==> config.mk <==
export PLATFORM = sky130hd
export DESIGN_NAME = mult_issue_ctrl
export DESIGN_NICKNAME = d
export VERILOG_FILES = /design/src/rtl/mult_issue_ctrl.sv
export SDC_FILE = /design/constraint.sdc
export NUM_CORES = 1
export LEC_CHECK = 0
export BUFFER_PORTS_ARGS = -buffer_cell sky130_fd_sc_hd__clkbuf_2
export CORE_ASPECT_RATIO = 0.5
export CORE_UTILIZATION = 41
export CTS_BUF_LIST = sky130_fd_sc_hd__clkbuf_4 sky130_fd_sc_hd__clkbuf_8
export CTS_CLUSTER_SIZE = 14
export DETAILED_ROUTE_END_ITERATION = 10
export MAX_ROUTING_LAYER = met4
export PLACE_DENSITY_LB_ADDON = 0.1
export SYNTH_ARGS = -nofsm -noshare
export SYNTH_HDL_FRONTEND = slang
export SYNTH_SLANG_ARGS = --single-unit
==> constraint.sdc <==
create_clock -name clock -period 3.2 [get_ports clock]
set_input_delay 0.32 -clock clock [delete_from_list [all_inputs] [get_ports clock]]
set_output_delay 0.32 -clock clock [all_outputs]
set_load 0.02 [all_outputs]
==> src/rtl/mult_issue_ctrl.sv <==
// mult_issue_ctrl: FIFO-buffered operand issue and result capture around a
// sequential signed shift-add multiplier with a valid/ready result slot.
module mult_issue_ctrl #(
    parameter int N     = 32,
    parameter int DEPTH = 4
) (
    input  logic             clock,
    input  logic             reset,
    input  logic             in_valid,
    output logic             in_ready,
    input  logic [N/2-1:0]   in_a,
    input  logic [N/2-1:0]   in_b,
    output logic             res_valid,
    input  logic             res_ready,
    output logic [N-1:0]     res_data,
    output logic [N/2-1:0]   mul_inA,
    output logic [N/2-1:0]   mul_inB,
    output logic             mul_init,
    input  logic [N-1:0]     mul_out
);
    localparam int H  = N / 2;
    localparam int AW = $clog2(DEPTH);
    localparam int CW = $clog2(H);

    typedef enum logic [1:0] {IDLE, LOAD, RUN} state_t;

    state_t        state;
    logic [N-1:0]  mem [DEPTH];
    logic [AW-1:0] wr_ptr, rd_ptr;
    logic [AW:0]   count;
    logic [CW-1:0] run_cnt;
    logic          push, pop, done, capture;

    assign in_ready = count != (AW+1)'(DEPTH);
    assign push     = in_valid & in_ready;
    assign pop      = (state == IDLE) & (|count);
    assign done     = (state == RUN) & (run_cnt == CW'(H - 1));
    assign capture  = done & (!res_valid | res_ready);

    always_ff @(posedge clock)
        if (push) mem[wr_ptr] <= {in_a, in_b};

    always_ff @(posedge clock or posedge reset) begin
        if (reset) begin
            state     <= IDLE;
            wr_ptr    <= '0;
            rd_ptr    <= '0;
            count     <= '0;
            run_cnt   <= '0;
            mul_init  <= 1'b0;
            mul_inA   <= '0;
            mul_inB   <= '0;
            res_valid <= 1'b0;
            res_data  <= '0;
        end else begin
            if (push) wr_ptr <= wr_ptr + AW'(1);
            if (pop) rd_ptr <= rd_ptr + AW'(1);
            count <= count + (AW+1)'(push) - (AW+1)'(pop);
            // a capture on the same edge as a consume keeps the slot full
            res_valid <= capture | (res_valid & !res_ready);
            if (capture) res_data <= mul_out;
            case (state)
                IDLE: if (pop) begin
                    {mul_inA, mul_inB} <= mem[rd_ptr];
                    mul_init <= 1'b1;
                    state    <= LOAD;
                end
                LOAD: begin
                    mul_init <= 1'b0;
                    run_cnt  <= '0;
                    state    <= RUN;
                end
                RUN: begin
                    if (!done) run_cnt <= run_cnt + CW'(1);
                    if (capture) state <= IDLE;
                end
                default: state <= IDLE;
            endcase
        end
    end
endmodule

==> results of run 1 <==
==> how the worst max path moves through the flow <==
stage / from / to / slack (ps) / cells after the start
finish: count[1]$_DFF_PP0_ / count[2]$_DFF_PP0_ / 940 / 9
global route: count[1]$_DFF_PP0_ / count[2]$_DFF_PP0_ / 820 / 9
CTS: count[1]$_DFF_PP0_ / count[2]$_DFF_PP0_ / 930 / 9
detailed placement: count[1]$_DFF_PP0_ / count[2]$_DFF_PP0_ / 990 / 9
global placement: count[1]$_DFF_PP0_ / count[2]$_DFF_PP0_ / 1030 / 9
floorplan: reset / count[0]$_DFF_PP0_ / 860 / 1
==> synth_stat cells, drive strengths merged, types with 2 or more instances <==
| master | instances |
|---|---|
| mux2 | 65 |
| nor2b | 2 |
| xnor2 | 5 |
| nand2b | 2 |
| a21oi | 2 |
| ha | 7 |
| edfxtp | 128 |
| inv | 9 |
| nand3 | 2 |
| buf | 11 |
| and3 | 4 |
| mux4 | 32 |
| clkbuf | 5 |
| dfrtp | 79 |
| a22o | 3 |
| nor3 | 3 |
| nand2 | 5 |
==> routing by layer <==
metal	vias up	share of wire
met5	-	0
met4	0	0.024
met3	34	0.055
met2	123	0.46
met1	2150	0.46
li1	1936	-
==> area by class of cell <==
cell class	instances	area (um^2)	share of cell area
clock inverter	4	30.0	0.00295
timing repair buffer	209	1420	0.140
sequential	207	5820	0.572
multi-input combinational	146	1870	0.184
inverter	9	35.0	0.00344
clock buffer	54	674	0.0662
tap	259	324	0.0318
==> state kept, by name (all words and copies together) (netlist names) <==
register / count
mem: 128
res_data: 32
mul_inA: 16
mul_inB: 16
run_cnt: 4
count: 3
rd_ptr: 2
state: 2
wr_ptr: 2
mul_init: 1
res_valid: 1
==> report_power, final <==
part | leakage, nW | total, mW | switching, mW | internal [mW]
registers | 2.10 | 3.94 | 0.380 | 3.56
clock network | 0.378 | 2.34 | 1.02 | 1.33
logic | 1.55 | 2.58 | 1.30 | 1.28
==> cell families (layout without fill, tap and decap cells) <==
family	after synthesis	after routing	share of synthesized area
AND/OR/NAND/NOR	24	24	0.0201
XOR/XNOR	5	5	0.00558
multiplexers	97	97	0.187
adder cells (fa/ha/maj)	8	8	0.0137
buffers and inverters	25	276	0.0203
AO/OA/AOI/OAI	12	12	0.0115
flip-flops	207	207	0.742
==> worst max-delay path, cell delays in order, from the launching register on <==
cell     delay (ps)
dfrtp_1         390
or3b_1          470
and2_4          210
inv_1            50
ha_1            130
inv_1            50
ha_1            180
fa_1            380
xnor2_1         170
xnor2_1         150
==> metrics by stage <==
step	worst slack, ps	area, um^2	total power [mW]	utilization
3_3_place_gp	1030	8820	6.53	0.475
3_5_place_dp	987	8820	6.57	0.475
6_report	941	10200	8.86	0.548
5_1_grt	822	10200	9.36	0.548
2_1_floorplan	857	7850	5.78	-
4_1_cts	934	10200	9.02	0.548
==> out/qor.yml, run 1 <==
critical_path:
  cp-end-kind: "flop"
  reg2reg_to: "count[2]$_DFF_PP0_"
  cp.required_ps: 3690
  crit_arrival_ps: 2750
  worst-r2r-setup-slack_ps: 940
  crit_type: "reg -> reg"
  timing.rr.start: "count[1]$_DFF_PP0_"
  crit_path_start_kind: "flop"
  r2r_cells: 9
  critPathMaxFanout: 6
timing:
  slew_headroom: 0.362
  max_freq_mhz: 443
  setup_tns_ps: 0
  period_share: 0.706
  fin_skew_ps: 15.5
  rsz0062_at_grt: "no"
  setup_viol: 0
  whs_ps: 106
  finalHoldViolations: 0
  max_slew.worst_pin.slew_ps: 957
  final_max_slew_viol_count: 0
  layout_min_cycle_time_ps: 2260
clock_tree:
  post-cts-setup-buffer-count: 0
  clk_latency_ps: 580
  cts.path.max_buffers: 3
  clockRootBuffer: "clkbuf_8"
  cts_buffers: 31
  ctsHtreeMaxLevel: 1
  cts_hold_buf: 65
  cts_num_sinks: 207
  cts_resized: 0
  cts_tree: "yes"
  clkTransAtPathRegs_ps: 70
yosys:
  synth_top_area_share: 0.490
  syn_area_per_cell_um2: 20.8
  syn_inst: 378
  synth_warnings: 0
  ys_ff_latch: 207
  async_reset_ff_frac: 0.382
  yosysSeqAreaShare: 0.742
  synth_top_cell_by_area: "edfxtp_1"
  synth_edf_count: 128
  synth_area_um2: 7850
  synthTopCellsByArea: "edfxtp_1 49%, dfrtp_1 25%, mux2_2 9.0%"
  ys_types: 38
  ys.flop_type: "edfxtp_1"
  synth.net_count: 454
global_route:
  grt_max_degree: 48
  grt_first_pass_wirelength_mm: 24.5
  use_met1: 0.221
  grt-busiest-layer: "met2"
  use_met2: 0.265
  grt_use_met3: 0.0484
  antenna_found_initial: 0
  gr-total-overflow: 0
  grt_pass1_vias: 4432
  grt_usage: 0.171
routing:
  drc_errors: 0
  dr.first_iter.drc_count: 166
  routed_wl_mm: 15.9
  routed_via_density: 4.78
  wl_per_cell_um: 17.9
  num_vias: 4243
  ant_nets: 0
  drt_first_pass_iters: 4
cells_and_area:
  final_cell_mix: "134 x clkbuf_2, 128 x edfxtp_1, 77 x dfrtp_1"
  synthToLayoutAreaGrowth_pct: 29.7
  instances_no_fill: 888
  diodes: 0
  layout-drive-gt1-share: 0.485
  final_common_cell: "clkbuf_2"
  nets: 680
  n_fill_cell: 1543
outcome:
  outcome: "complete, no violations"
place:
  placed_cells: 765
  place_congestion: 0.686
  dp_hpwl_mm: 8.92
  io_buffers: 134
die:
  die_w_um: 198
  fp.coreArea_um2: 18600
  die_area_um2: 19700
  start_util: 0.423
  design.portCount: 135
  placementRows: 35
  fp.dieH_um: 99.8
pwr:
  powerDensity_nw_per_um2: 871
  peakVddDrop_mv: 0.394
  leakagePower_nw: 4.03
min_path:
  worstHoldEndpoint: "res_valid$_DFF_PP0_"
  whs_path_depth: 3
  hp-start: "res_ready"
  hp-class: "in -> reg"
flow_run:
  drv_cap: 0
Note: power is estimated with default switching activity, not from simulation.
==> run 2: changes to the inputs <==
- clock period: 3.2 -> 2.4 ns (I/O delays scaled with it)
==> run 2 against run 1 <==
Sequential power is 30% higher. Critical endpoint unchanged. Critical path depth unchanged. Cell count shrank 0.34%. Hold slack worse by 29 ps.
==> out/qor.yml, run 2 (synthesis results as in run 1) <==
timing:
  setup_ws_ps: 193
  whs_ps: 76.8
  max_slew.worst_pin.slew_ps: 973
  final_max_slew_viol_count: 0
  period_share: 0.920
  rsz0062_at_grt: "no"
  setup_tns_ps: 0
  finalHoldViolations: 0
  slew_headroom: 0.352
  fin_skew_ps: 28.3
  layout_min_cycle_time_ps: 2210
  max_freq_mhz: 453
  setup_viol: 0
clock_tree:
  post-cts-setup-buffer-count: 0
  ctsHtreeMaxLevel: 1
  cts_tree: "yes"
  cts.path.max_buffers: 3
  clockRootBuffer: "clkbuf_8"
  cts_num_sinks: 207
  clk_latency_ps: 570
  cts_buffers: 31
  clkTransAtPathRegs_ps: 60
die:
  design.portCount: 135
  fp.dieH_um: 99.8
  start_util: 0.423
  placementRows: 35
  die_area_um2: 19700
  die_w_um: 198
  fp.coreArea_um2: 18600
critical_path:
  crit_path_start_kind: "flop"
  critPathSlowestCell: "or3b_4"
  crit_arrival_ps: 2680
  reg2reg_to: "count[2]$_DFF_PP0_"
  timing.rr.start: "count[1]$_DFF_PP0_"
  crit_type: "reg -> reg"
  cp.required_ps: 2870
  cp-end-kind: "flop"
  max_stage_delay_ps: 440
  r2r_cells: 9
  timing.critical_path.buf_inv: 2
  critPathMaxFanout: 6
  crit_family: "adder cells"
  path_cells: "or3b_4 -> and2_4 -> inv_1 -> ha_1 -> inv_1 -> ha_1 -> fa_1 -> xnor2_1 -> xnor2_1"
  worst-r2r-setup-slack_ps: 190
min_path:
  hp-class: "in -> reg"
  hp-start: "in_valid"
  whs_path_depth: 3
  worstHoldEndpoint: "wr_ptr[0]$_DFFE_PP0P_"
cells_and_area:
  fin_area_um2: 10100
  fin_util: 0.546
  layout-drive-gt1-share: 0.481
  largest_reg_flops: 128
  final_cell_mix: "134 x clkbuf_2, 128 x edfxtp_1, 77 x dfrtp_1"
  synthToLayoutAreaGrowth_pct: 29.3
  nets: 679
  largestRegisters: "mem x128, res_data x32"
  instances_no_fill: 885
  diodes: 0
  top_register: "mem"
  final_common_cell: "clkbuf_2"
routing:
  routed_via_density: 4.76
  routed_wl_mm: 15.4
  dr.first_iter.drc_count: 151
  drt_first_pass_iters: 4
  ant_nets: 0
  num_vias: 4217
  wl_per_cell_um: 17.4
  drc_errors: 0
global_route:
  grt_usage: 0.165
  grt_pass1_vias: 4436
  antenna_found_initial: 0
  grt_max_degree: 58
  gr-total-overflow: 0
  grt_first_pass_wirelength_mm: 24.0
pwr:
  switching_power_mw: 3.53
  power_mw: 11.6
  leakagePower_nw: 4.01
  peakVddDrop_mv: 0.606
  p_int_mw: 8.09
  power.share.switching: 0.304
  comb_power_share: 0.307
  power_frac_seq: 0.443
  powerDensity_nw_per_um2: 1150
  pwr-share-clk: 0.250
place:
  place_congestion: 0.680
  dp_hpwl_mm: 8.47
  dp_slack_ps: 204
  postPlaceCellArea_um2: 8830
  io_buffers: 134
  placed_cells: 763
outcome:
  outcome: "complete, no violations"
flow_run:
  drv_cap: 0
## run 2: changes by cell type in the layout (fill, tap and decap cells not counted), moves of 2 or more
cell	previous run	this run
clkbuf_4	11	14
buf_12	2	4
clkbuf_8	43	37
buf_4	8	4
## run 2: timing repair
| action | in CTS | in global routing |
|---|---|---|
| hold endpoints to repair | 183 | 0 |
| endpoints found under the setup margin | 0 | 1 |
| resized for setup | 0 | 1 |
| hold buffers | 66 | 0 |
## run 2: area by class of cell
cell class / count / area [um^2]
Clock buffer: 51 / 614
Multi-Input combinational cell: 146 / 1870
Clock inverter: 5 / 30.0
Fill cell: 1510 / 8430
Tap cell: 259 / 324
Inverter: 9 / 35.0
Sequential cell: 207 / 5820
Timing Repair Buffer: 208 / 1440
## run 2: how the worst max path moves through the flow
| stage | startpoint | end | cells after the start |
|---|---|---|---|
| 5_1_grt | count[1]$_DFF_PP0_ | count[2]$_DFF_PP0_ | 9 |
| 3_3_place_gp | count[1]$_DFF_PP0_ | count[2]$_DFF_PP0_ | 9 |
| 4_1_cts | count[1]$_DFF_PP0_ | count[2]$_DFF_PP0_ | 9 |
| 3_5_place_dp | count[1]$_DFF_PP0_ | count[2]$_DFF_PP0_ | 9 |
| 2_1_floorplan | reset | count[0]$_DFF_PP0_ | 1 |
| 6_report | count[1]$_DFF_PP0_ | count[2]$_DFF_PP0_ | 9 |
## run 2: worst register-to-register path, delay by kind of cell (launching register included)
| family | cells | cell delay (ps) |
|---|---|---|
| adders and majority gates | 3 | 680 |
| and+or+nand+nor | 2 | 630 |
| DFF | 1 | 400 |
| xor gates and xnor gates | 2 | 320 |
| buffers and inverters | 2 | 90 |
## run 2: power groups by stage
stage	clock network [mW]	logic (mW)	registers (mW)
after floorplan	0	2.20	5.50
after global placement	0	3.53	5.20
after detailed placement	0	3.56	5.22
after CTS	3.00	3.65	5.16
after global routing	3.16	3.90	5.25
final	2.91	3.57	5.14
## run 2: per-layer routing
layer  vias up  global-route usage  wire, um
li1       1931                   -         -
met1      2139               0.212      7030
met2       118               0.265      7190
met3        29              0.0397       872
met4         0              0.0459       317
met5         -                   -         0
